===== config.mk =====
export PLATFORM = sky130hd
export DESIGN_NAME = synth_sequencer
export DESIGN_NICKNAME = d
export VERILOG_FILES = /design/src/rtl/synth_seq_pkg.sv /design/src/rtl/synth_seq_envelope.sv /design/src/rtl/synth_sequencer.sv
export SDC_FILE = /design/constraint.sdc
export NUM_CORES = 1
export LEC_CHECK = 0
export ABC_CLOCK_PERIOD_IN_PS = 7700
export CAP_MARGIN = 20
export CORE_MARGIN = 2
export CORE_UTILIZATION = 60
export CTS_CLUSTER_DIAMETER = 80
export DETAILED_ROUTE_END_ITERATION = 12
export PLACE_DENSITY = 0.91
export SLEW_MARGIN = 20
export SYNTH_ARGS = -nofsm -noshare
export SYNTH_HDL_FRONTEND = slang
export SYNTH_SLANG_ARGS = --single-unit
export TNS_END_PERCENT = 10

===== constraint.sdc =====
create_clock -name clk -period 7.7 [get_ports clk]
set_input_delay 0.77 -clock clk [delete_from_list [all_inputs] [get_ports clk]]
set_output_delay 0.77 -clock clk [all_outputs]
set_load 0.02 [all_outputs]

===== src/rtl/synth_seq_pkg.sv =====
// Shared types and field layout for the step sequencer and its envelope.
package synth_seq_pkg;
  localparam int REST_BIT = 16;
  localparam int INC_W    = 16;
  localparam int ENTRY_W  = REST_BIT + 1;
  localparam int AMP_W    = 10;

  typedef enum logic {SEQ_IDLE, SEQ_PLAY} seq_state_e;
  typedef enum logic [1:0] {ENV_OFF, ENV_ATK, ENV_HOLD, ENV_REL} env_state_e;

  typedef struct packed {
    logic             rest;
    logic [INC_W-1:0] inc;
  } entry_t;
endpackage


===== src/rtl/synth_seq_envelope.sv =====
// Linear attack/hold/release amplitude envelope, updated on a free-running strobe.
module seq_envelope import synth_seq_pkg::*; #(
  parameter int ENV_DIV = 4800,
  parameter int ATK_INC = 64,
  parameter int REL_DEC = 16
) (
  input  logic             clk,
  input  logic             rst_n,
  input  logic             gate,
  input  logic [AMP_W-1:0] amp_max,
  output logic [AMP_W-1:0] amp
);
  localparam int DW = $clog2(ENV_DIV + 1);

  logic [DW-1:0] div_cnt;
  logic          strobe, gate_q;
  env_state_e    state, state_d;
  logic [AMP_W-1:0] amp_d;
  logic [AMP_W:0]   amp_x, max_x, up, dn;

  assign strobe = (div_cnt == DW'(ENV_DIV - 1));
  assign amp_x  = {1'b0, amp};
  assign max_x  = {1'b0, amp_max};
  assign up     = amp_x + (AMP_W+1)'(ATK_INC);
  assign dn     = amp_x - (AMP_W+1)'(REL_DEC);

  always_ff @(posedge clk or negedge rst_n) begin
    if (!rst_n) begin
      div_cnt <= '0;
      gate_q  <= 1'b0;
      state   <= ENV_OFF;
      amp     <= '0;
    end else begin
      div_cnt <= strobe ? '0 : div_cnt + 1'b1;
      gate_q  <= gate;
      state   <= state_d;
      amp     <= amp_d;
    end
  end

  // A rising gate restarts the attack from wherever amp currently sits.
  always_comb begin
    state_d = state;
    amp_d   = amp;
    if (gate && !gate_q) begin
      state_d = ENV_ATK;
    end else begin
      case (state)
        ENV_ATK: begin
          if (!gate) state_d = ENV_REL;
          else if (strobe) begin
            if (up >= max_x) begin
              amp_d   = amp_max;
              state_d = ENV_HOLD;
            end else amp_d = up[AMP_W-1:0];
          end
        end
        ENV_HOLD: begin
          if (!gate) state_d = ENV_REL;
          else if (strobe && amp > amp_max) amp_d = amp_max;
        end
        ENV_REL: begin
          if (strobe) begin
            if (amp_x > (AMP_W+1)'(REL_DEC)) amp_d = dn[AMP_W-1:0];
            else begin
              amp_d   = '0;
              state_d = ENV_OFF;
            end
          end
        end
        default: ;
      endcase
    end
  end
endmodule


===== src/rtl/synth_sequencer.sv =====
// Step sequencer: walks a programmable pattern at a fixed tempo, drives gate/phase_inc/amp.
module synth_sequencer import synth_seq_pkg::*; #(
  parameter int CLKSPEED = 48_000_000,
  parameter int STEP_HZ  = 8,
  parameter int STEPS    = 8,
  parameter int ENV_DIV  = 4800,
  parameter int ATK_INC  = 64,
  parameter int REL_DEC  = 16
) (
  input  logic                     clk,
  input  logic                     rst_n,
  input  logic                     start,
  input  logic                     stop,
  input  logic                     wr_en,
  input  logic [$clog2(STEPS)-1:0] wr_addr,
  input  logic [ENTRY_W-1:0]       wr_data,
  input  logic [AMP_W-1:0]         amp_max,
  output logic                     gate,
  output logic [INC_W-1:0]         phase_inc,
  output logic [AMP_W-1:0]         amp,
  output logic [$clog2(STEPS)-1:0] step,
  output logic                     step_pulse,
  output logic                     running
);
  localparam int SW         = $clog2(STEPS);
  localparam int STEP_TICKS = CLKSPEED / STEP_HZ;
  localparam int GATE_TICKS = STEP_TICKS - STEP_TICKS / 4;
  localparam int TW         = $clog2(STEP_TICKS + 1);

  entry_t     pattern [STEPS];
  seq_state_e state, state_d;
  logic [TW-1:0]    tick, tick_d;
  logic [SW-1:0]    step_d, fetch_addr;
  logic [INC_W-1:0] inc_d;
  logic cur_rest, rest_d, running_d, pulse_d, gate_d, latch;
  entry_t fet;

  always_ff @(posedge clk or negedge rst_n) begin
    if (!rst_n) begin
      for (int i = 0; i < STEPS; i++) pattern[i] <= '{rest: 1'b1, inc: '0};
    end else if (wr_en) begin
      pattern[wr_addr] <= entry_t'(wr_data);
    end
  end

  always_ff @(posedge clk or negedge rst_n) begin
    if (!rst_n) begin
      state      <= SEQ_IDLE;
      tick       <= '0;
      step       <= '0;
      cur_rest   <= 1'b1;
      phase_inc  <= '0;
      running    <= 1'b0;
      step_pulse <= 1'b0;
      gate       <= 1'b0;
    end else begin
      state      <= state_d;
      tick       <= tick_d;
      step       <= step_d;
      cur_rest   <= rest_d;
      phase_inc  <= inc_d;
      running    <= running_d;
      step_pulse <= pulse_d;
      gate       <= gate_d;
    end
  end

  // Outputs are registered from next-state values so start at n shows at n+1.
  always_comb begin
    state_d    = state;
    tick_d     = tick;
    step_d     = step;
    rest_d     = cur_rest;
    inc_d      = phase_inc;
    running_d  = running;
    pulse_d    = 1'b0;
    latch      = 1'b0;
    fetch_addr = step + 1'b1;
    if (stop) begin
      running_d = 1'b0;
      state_d   = SEQ_IDLE;
    end else if (start) begin
      fetch_addr = '0;
      step_d     = '0;
      tick_d     = '0;
      running_d  = 1'b1;
      pulse_d    = 1'b1;
      latch      = 1'b1;
      state_d    = SEQ_PLAY;
    end else if (state == SEQ_PLAY) begin
      if (tick == TW'(STEP_TICKS - 1)) begin
        tick_d  = '0;
        step_d  = step + 1'b1;
        pulse_d = 1'b1;
        latch   = 1'b1;
      end else tick_d = tick + 1'b1;
    end
    // A write landing on the entry being fetched is forwarded.
    fet = (wr_en && wr_addr == fetch_addr) ? entry_t'(wr_data) : pattern[fetch_addr];
    if (latch) begin
      rest_d = fet.rest;
      if (!fet.rest) inc_d = fet.inc;
    end
    gate_d = running_d & ~rest_d & (tick_d < TW'(GATE_TICKS));
  end

  seq_envelope #(
    .ENV_DIV (ENV_DIV),
    .ATK_INC (ATK_INC),
    .REL_DEC (REL_DEC)
  ) u_env (
    .clk     (clk),
    .rst_n   (rst_n),
    .gate    (gate),
    .amp_max (amp_max),
    .amp     (amp)
  );
endmodule


Word-level counts from Yosys, hierarchy flattened. Cells that the tools add are included.

Bits of input ports: 35. Output and inout port bits: 32. Logic and storage cells: 120. Flip-flop bits (word level): 209.

Eq/ne operators: 16. Order comparisons: 7. Reductions and logical operators: 14. Multiplexer cells: 42. Add/subtract/negate cells: 5. Bitwise gates (word level): 8.

Operators with widths (count): bitwise mux 136 bit (1); two-way mux 23 bit (4); two-way mux 10 bit (7); two-way mux 17 bit (4); binary-select mux 17 bit (select 3 bit) (1); demux 17 bit (select 3 bit) (1); one-hot mux 10 bit (3 select lines) (1); adder 23 x 1 -> 23 bit, second input constant (1); equality test 23 bit, second input constant (1); < comparator 23 bit, second input constant (1); two-way mux 3 bit (5); two-way mux 2 bit (7); adder 13 x 1 -> 13 bit, second input constant (1); equality test 13 bit, second input constant (1); two-way mux 13 bit (1); adder 10 x 7 -> 11 bit, second input constant (1); greater-or-equal comparator 11 x 10 -> 1 bit (1); > comparator 10 bit (1); > comparator 10 x 5 -> 1 bit, second input constant (1); subtractor 10 x 5 -> 10 bit, second input constant (1); two-way mux 1 bit (9); greater-or-equal comparator 4 bit, second input constant (2); inequality test 4 x 2 -> 1 bit, second input constant (2); NOT 3 -> 4 bit (2); 21 further kinds (35).

Logic depth before layout (Yosys ltp).
Depth after elaboration: 12. Depth in mapped cells: 11. Gate-level depth less buffers: 10.

By module. Synthesis repeated with hierarchy kept, for this count alone.

Cell total of the unflattened synthesis: 1023. Area total of the unflattened synthesis: 10939.2 um^2.

Modules (own cells, without submodules): synth_sequencer (cells an instance 788, instances 1, area each 8892.3 um^2, seq. area each 4590.7 um^2); seq_envelope (cells an instance 235, instances 1, area each 2047.0 um^2, seq. area each 650.6 um^2).

Worst setup path before layout. Ideal clock, no wire load.

Path kind: input-to-reg. From: input port stop. To: register phase_inc[10]. Slack: 4.959 ns. Library setup time: 0.127 ns. Data required time: 7.573 ns. Cell stages on the path: 11. Path buffers: 4. Data arrival time: 2.614 ns. Cells stage by stage: nand2b_1 > buf_2 > and2_1 > buf_4 > xnor2_1 > nand4_1 > and3_1 > o21a_1 > buf_2 > buf_6 > mux2_1.

Cells in the longest elaborated chain, start to end: 8. Elaborated cells on any way between the ends: 11. Classes of those cells: eq/ne (1); mux (6); bitwise (2); reduce/logical (2).

RTL lines: start, declared (line synth_sequencer.sv:13) `input logic stop,`; two-way mux 3 bit (line synth_sequencer.sv:79) `if (stop) begin`; NOT 3 -> 4 bit (implied by the code) (line synth_sequencer.sv:99) `fet = (wr_en && wr_addr == fetch_addr) ? entry_t'(wr_data) : pattern[fetch_addr];`; binary-select mux 17 bit (select 3 bit) (line synth_sequencer.sv:99); two-way mux 17 bit (implied by the code) (2 in series) (line synth_sequencer.sv:99); two-way mux 17 bit (line synth_sequencer.sv:99); NOT 1 bit (no source line); AND reduction 2 bit (no source line); end signal, assigned (line synth_sequencer.sv:61) `phase_inc <= inc_d;`; end, declared (line synth_sequencer.sv:19) `output logic [INC_W-1:0] phase_inc,`.

Several ways; a longest one is shown, not always the timed one. The select of a mux whose other input is x is not followed. A chain may end at the register's enable or synchronous reset.

Final worst setup path.
From: input port start. To: register phase_inc[4].

Cells in the longest elaborated chain, start to end: 9. Elaborated cells on any way between the ends: 13. Classes of those cells: eq/ne (1); mux (8); bitwise (2); reduce/logical (2).

RTL lines: start, declared (line synth_sequencer.sv:12) `input logic start,`; two-way mux 3 bit (line synth_sequencer.sv:82) `end else if (start) begin`; two-way mux 3 bit (line synth_sequencer.sv:79); NOT 3 -> 4 bit (implied by the code) (line synth_sequencer.sv:99); binary-select mux 17 bit (select 3 bit) (line synth_sequencer.sv:99); two-way mux 17 bit (implied by the code) (2 in series) (line synth_sequencer.sv:99); two-way mux 17 bit (line synth_sequencer.sv:99); NOT 1 bit (no source line); AND reduction 2 bit (no source line).

Several ways; a longest one is shown, not always the timed one. The select of a mux whose other input is x is not followed.

==> impl_metrics.env <==
export IMPL_ys_warn_count=0
export IMPL_clock_power_share_pct=30.2
export IMPL_power_density_nw_per_um2=282
export IMPL_gpl_wtd_cong=0.873
export IMPL_timing_setup_critical_path_class="in2reg"
export IMPL_worst_ep_required_time_ns=8.08
export IMPL_number_of_buffers_created_by_cts=22
export IMPL_rsz0062_at_grt="no"
export IMPL_synth_cell_area_um2=10600
export IMPL_num_nets_final=1142
export IMPL_final_hold_viol_count=0
export IMPL_drt_wirelength_per_cell_um=18.9
export IMPL_coreArea_um2=17300
export IMPL_vias_per_cell=6.29
export IMPL_power_leakage_nw=5.19
export IMPL_irDropWorstVdd_mv=0.204
export IMPL_share_comb_of_total_power_pct=26.2
export IMPL_clock_sink_count=209
export IMPL_worst_setup_path_start_kind="input port"
export IMPL_ys_seq_elements=209
export IMPL_cts_htree_levels=1
export IMPL_layout_commonest_cell="sky130_fd_sc_hd__dfrtp_1"
export IMPL_maximum_achievable_frequency_mhz=273
export IMPL_track_usage_pct=27.7
export IMPL_place_hpwl_um=15700
export IMPL_grt_start_max_net_pins=79
export IMPL_area_growth_pct=14.6
export IMPL_switching_pwr_mw=1.06
export IMPL_synth_yosys_seq_area_share_pct=49.3
export IMPL_worst_slew_pin_transition_ns=0.952
export IMPL_report_final_slew_viol_count=0
export IMPL_layout_common_cells="200 x sky130_fd_sc_hd__dfrtp_1, 152 x sky130_fd_sc_hd__nand2_1, 95 x sky130_fd_sc_hd__o21ai_0"
export IMPL_time_the_worst_path_needs_with_i_o_delays_and_setup_ns=3.67
export IMPL_port_buffers=66
export IMPL_clock_insertion_delay_worst_skew_ns=0.50
export IMPL_yosys_cell_types_count=75
export IMPL_fp_dieW_um=137
export IMPL_synth_cells=1034
export IMPL_reg2reg_slack_ns=4.22
export IMPL_regToRegEndpoint="phase_inc[4]"
export IMPL_yosys_most_used_dff="sky130_fd_sc_hd__dfrtp_1"
export IMPL_clock_tree_root_cell="sky130_fd_sc_hd__clkbuf_16"
export IMPL_r2r_start="step[0]"
export IMPL_floorplan_rows=48
export IMPL_crit_arrival_ns=4.04
export IMPL_crit_end="phase_inc[4]"
export IMPL_clock_tree_buffer_depth=3
export IMPL_detailedRoute_firstIterationViolations=682
export IMPL_crit_path_start="start"
export IMPL_floorplan_io_pins=67
export IMPL_layout_filler_cells=1198
export IMPL_post_cts_hold_buffer_count=0
export IMPL_synth_async_sr_flop_share_pct=100
export IMPL_ant_nets=0
export IMPL_worst_setup_hold_path_clk_slew_ns=0.06
export IMPL_internal_power_mw=2.37
export IMPL_largest_area_contributor_in_the_synthesized_netlist="sky130_fd_sc_hd__dfrtp_1"
export IMPL_synth_nets=1095
export IMPL_fp_dieArea_um2=18800
export IMPL_relSlewSlack_pct=36.5
export IMPL_grt_ovfl_total=0
export IMPL_floorplan_initialDensity_pct=61.4
export IMPL_grt_first_pass_wirelength_um=41700
export IMPL_maxCapViolations=0
export IMPL_grt_antenna_before_repair=0
export IMPL_setup_violations_final=0
export IMPL_power_frac_seq_pct=43.6
export IMPL_class_of_the_most_critical_hold_timing_path="in2async"
export IMPL_setup_worst_path_end_class="flop"
export IMPL_tritoncts="built"
export IMPL_dr_total_vias=8309
export IMPL_routed_wirelength_um=25000
export IMPL_chipHeight_um=137
export IMPL_number_of_global_route_vias_before_repair=8465
export IMPL_synth_top_area_share_pct=47.1
export IMPL_clock_skew_final_ns=0.00958
export IMPL_finalCritPeriodShare_pct=47.6
export IMPL_cts_resized=0
export IMPL_crit_path_max_fanout=35
export IMPL_finalSetupTns_ns=0
export IMPL_synth_area_leaders="sky130_fd_sc_hd__dfrtp_1 47%, sky130_fd_sc_hd__mux2_2 9.6%, sky130_fd_sc_hd__nand2_1 5.4%"
export IMPL_cts_setup_buffers=0
export IMPL_antenna_cells=0
export IMPL_p_sw_share_pct=31.0
export IMPL_drc=0
export IMPL_synth_edff_count=0
export IMPL_worstRegToRegCells=10
export IMPL_design_power_total_mw=3.43
export IMPL_drt_first_pass_iters=6
export IMPL_run_status="completed"
export IMPL_syn_area_per_cell_um2=10.3
export IMPL_layout_drive_gt1_share_pct=16.2
==> how the worst min path moves through the flow <==
stage / endpoint / slack [ns] / cells past startpoint
6_report: tick[13] / 0.26 / 1
5_1_grt: tick[14] / 0.30 / 1
4_1_cts: tick[14] / 0.29 / 1
3_5_place_dp: u_env.div_cnt[12] / 0.47 / 1
3_3_place_gp: u_env.div_cnt[4] / 0.46 / 1
2_1_floorplan: u_env.div_cnt[12] / 0.44 / 1
==> cells in the mapped netlist, types with 3 or more instances <==
master,n
sky130_fd_sc_hd__a211oi_1,8
sky130_fd_sc_hd__a21o_1,6
sky130_fd_sc_hd__a21oi_1,12
sky130_fd_sc_hd__a22o_1,4
sky130_fd_sc_hd__a311oi_1,34
sky130_fd_sc_hd__a31oi_1,4
sky130_fd_sc_hd__and2_1,4
sky130_fd_sc_hd__and3_1,8
sky130_fd_sc_hd__and4_1,4
sky130_fd_sc_hd__and4b_1,4
sky130_fd_sc_hd__buf_1,3
sky130_fd_sc_hd__buf_2,5
sky130_fd_sc_hd__clkbuf_1,47
sky130_fd_sc_hd__dfrtp_1,200
sky130_fd_sc_hd__dfstp_2,9
sky130_fd_sc_hd__ha_1,26
sky130_fd_sc_hd__inv_1,44
sky130_fd_sc_hd__mux2_1,15
sky130_fd_sc_hd__mux2_2,91
sky130_fd_sc_hd__mux2i_1,6
sky130_fd_sc_hd__nand2_1,152
sky130_fd_sc_hd__nand2b_1,4
sky130_fd_sc_hd__nand3_1,25
sky130_fd_sc_hd__nand4_1,14
sky130_fd_sc_hd__nand4b_1,5
sky130_fd_sc_hd__nor2_1,54
sky130_fd_sc_hd__nor2b_1,5
sky130_fd_sc_hd__nor3_1,7
sky130_fd_sc_hd__nor3b_1,3
sky130_fd_sc_hd__nor4_1,6
sky130_fd_sc_hd__o21a_1,3
sky130_fd_sc_hd__o21ai_0,95
sky130_fd_sc_hd__o22ai_1,32
sky130_fd_sc_hd__o31ai_1,4
sky130_fd_sc_hd__or2_2,3
sky130_fd_sc_hd__xnor2_1,23
sky130_fd_sc_hd__xor2_1,16
==> stage by stage <==
step	util (%)	setup slack [ns]	std cells	hold WS (ns)	area, um^2
finish	70.4	4.03	1322	0.257	12200
global placement	66.3	3.65	1282	0.457	11500
floorplan	-	4.96	1034	0.438	10600
CTS	70.4	4.06	1322	0.290	12200
global route	70.4	3.84	1322	0.296	12200
detailed placement	66.3	3.57	1282	0.466	11500
==> registers in the layout, indices dropped and copies added, names as in the netlist, 2 cells and up <==
register       cells
u_env.div_cnt     13
phase_inc         16
u_env.state        2
u_env.amp         10
tick              23
step               3
pattern          136
==> layer usage <==
layer	GRT usage, %	vias up	routed length [um]
li1	-	3792	-
met1	36.2	4121	10300
met2	46.7	335	12400
met3	4.85	61	1530
met4	9.79	0	745
met5	0	-	0
==> power groups by stage <==
stage	logic [mW]	clock network (mW)	registers, mW
global route	0.994	1.09	1.52
detailed placement	0.890	0	1.51
floorplan	0.533	0	1.53
finish	0.897	1.04	1.50
CTS	0.902	1.05	1.49
global placement	0.857	0	1.49
==> worst max-delay path: stages <==
cell                              delay, ns
sky130_fd_sc_hd__clkdlybuf4s50_1       0.61
sky130_fd_sc_hd__nor2b_1               0.40
sky130_fd_sc_hd__nor2_2                0.06
sky130_fd_sc_hd__buf_4                 0.26
sky130_fd_sc_hd__xnor2_1               0.18
sky130_fd_sc_hd__nand4_1               0.10
sky130_fd_sc_hd__buf_4                 0.32
sky130_fd_sc_hd__and3_1                0.23
sky130_fd_sc_hd__o21a_1                0.67
sky130_fd_sc_hd__mux2_1                0.41
==> cell type report <==
| type | count | area (um^2) | share of cell area, % |
|---|---|---|---|
| Clock buffer | 30 | 632 | 5.19 |
| Clock inverter | 10 | 77.6 | 0.637 |
| Inverter | 45 | 169 | 1.39 |
| Multi-Input combinational cell | 721 | 4990 | 41.0 |
| Sequential cell | 209 | 5240 | 43.1 |
| Tap cell | 225 | 282 | 2.31 |
| Timing Repair Buffer | 82 | 785 | 6.44 |
==> kinds of logic after synthesis <==
kind of cell    count (synthesis)  synth area share, %
fa+ha+maj                      26                 3.06
simple gates                  315                 14.3
mux                           112                 11.8
flops                         209                 49.3
compound gates                229                 14.2
xor+xnor                       39                 3.22
buf+inv                       104                 4.01
No activity file was read; power rests on OpenSTA's default activity.
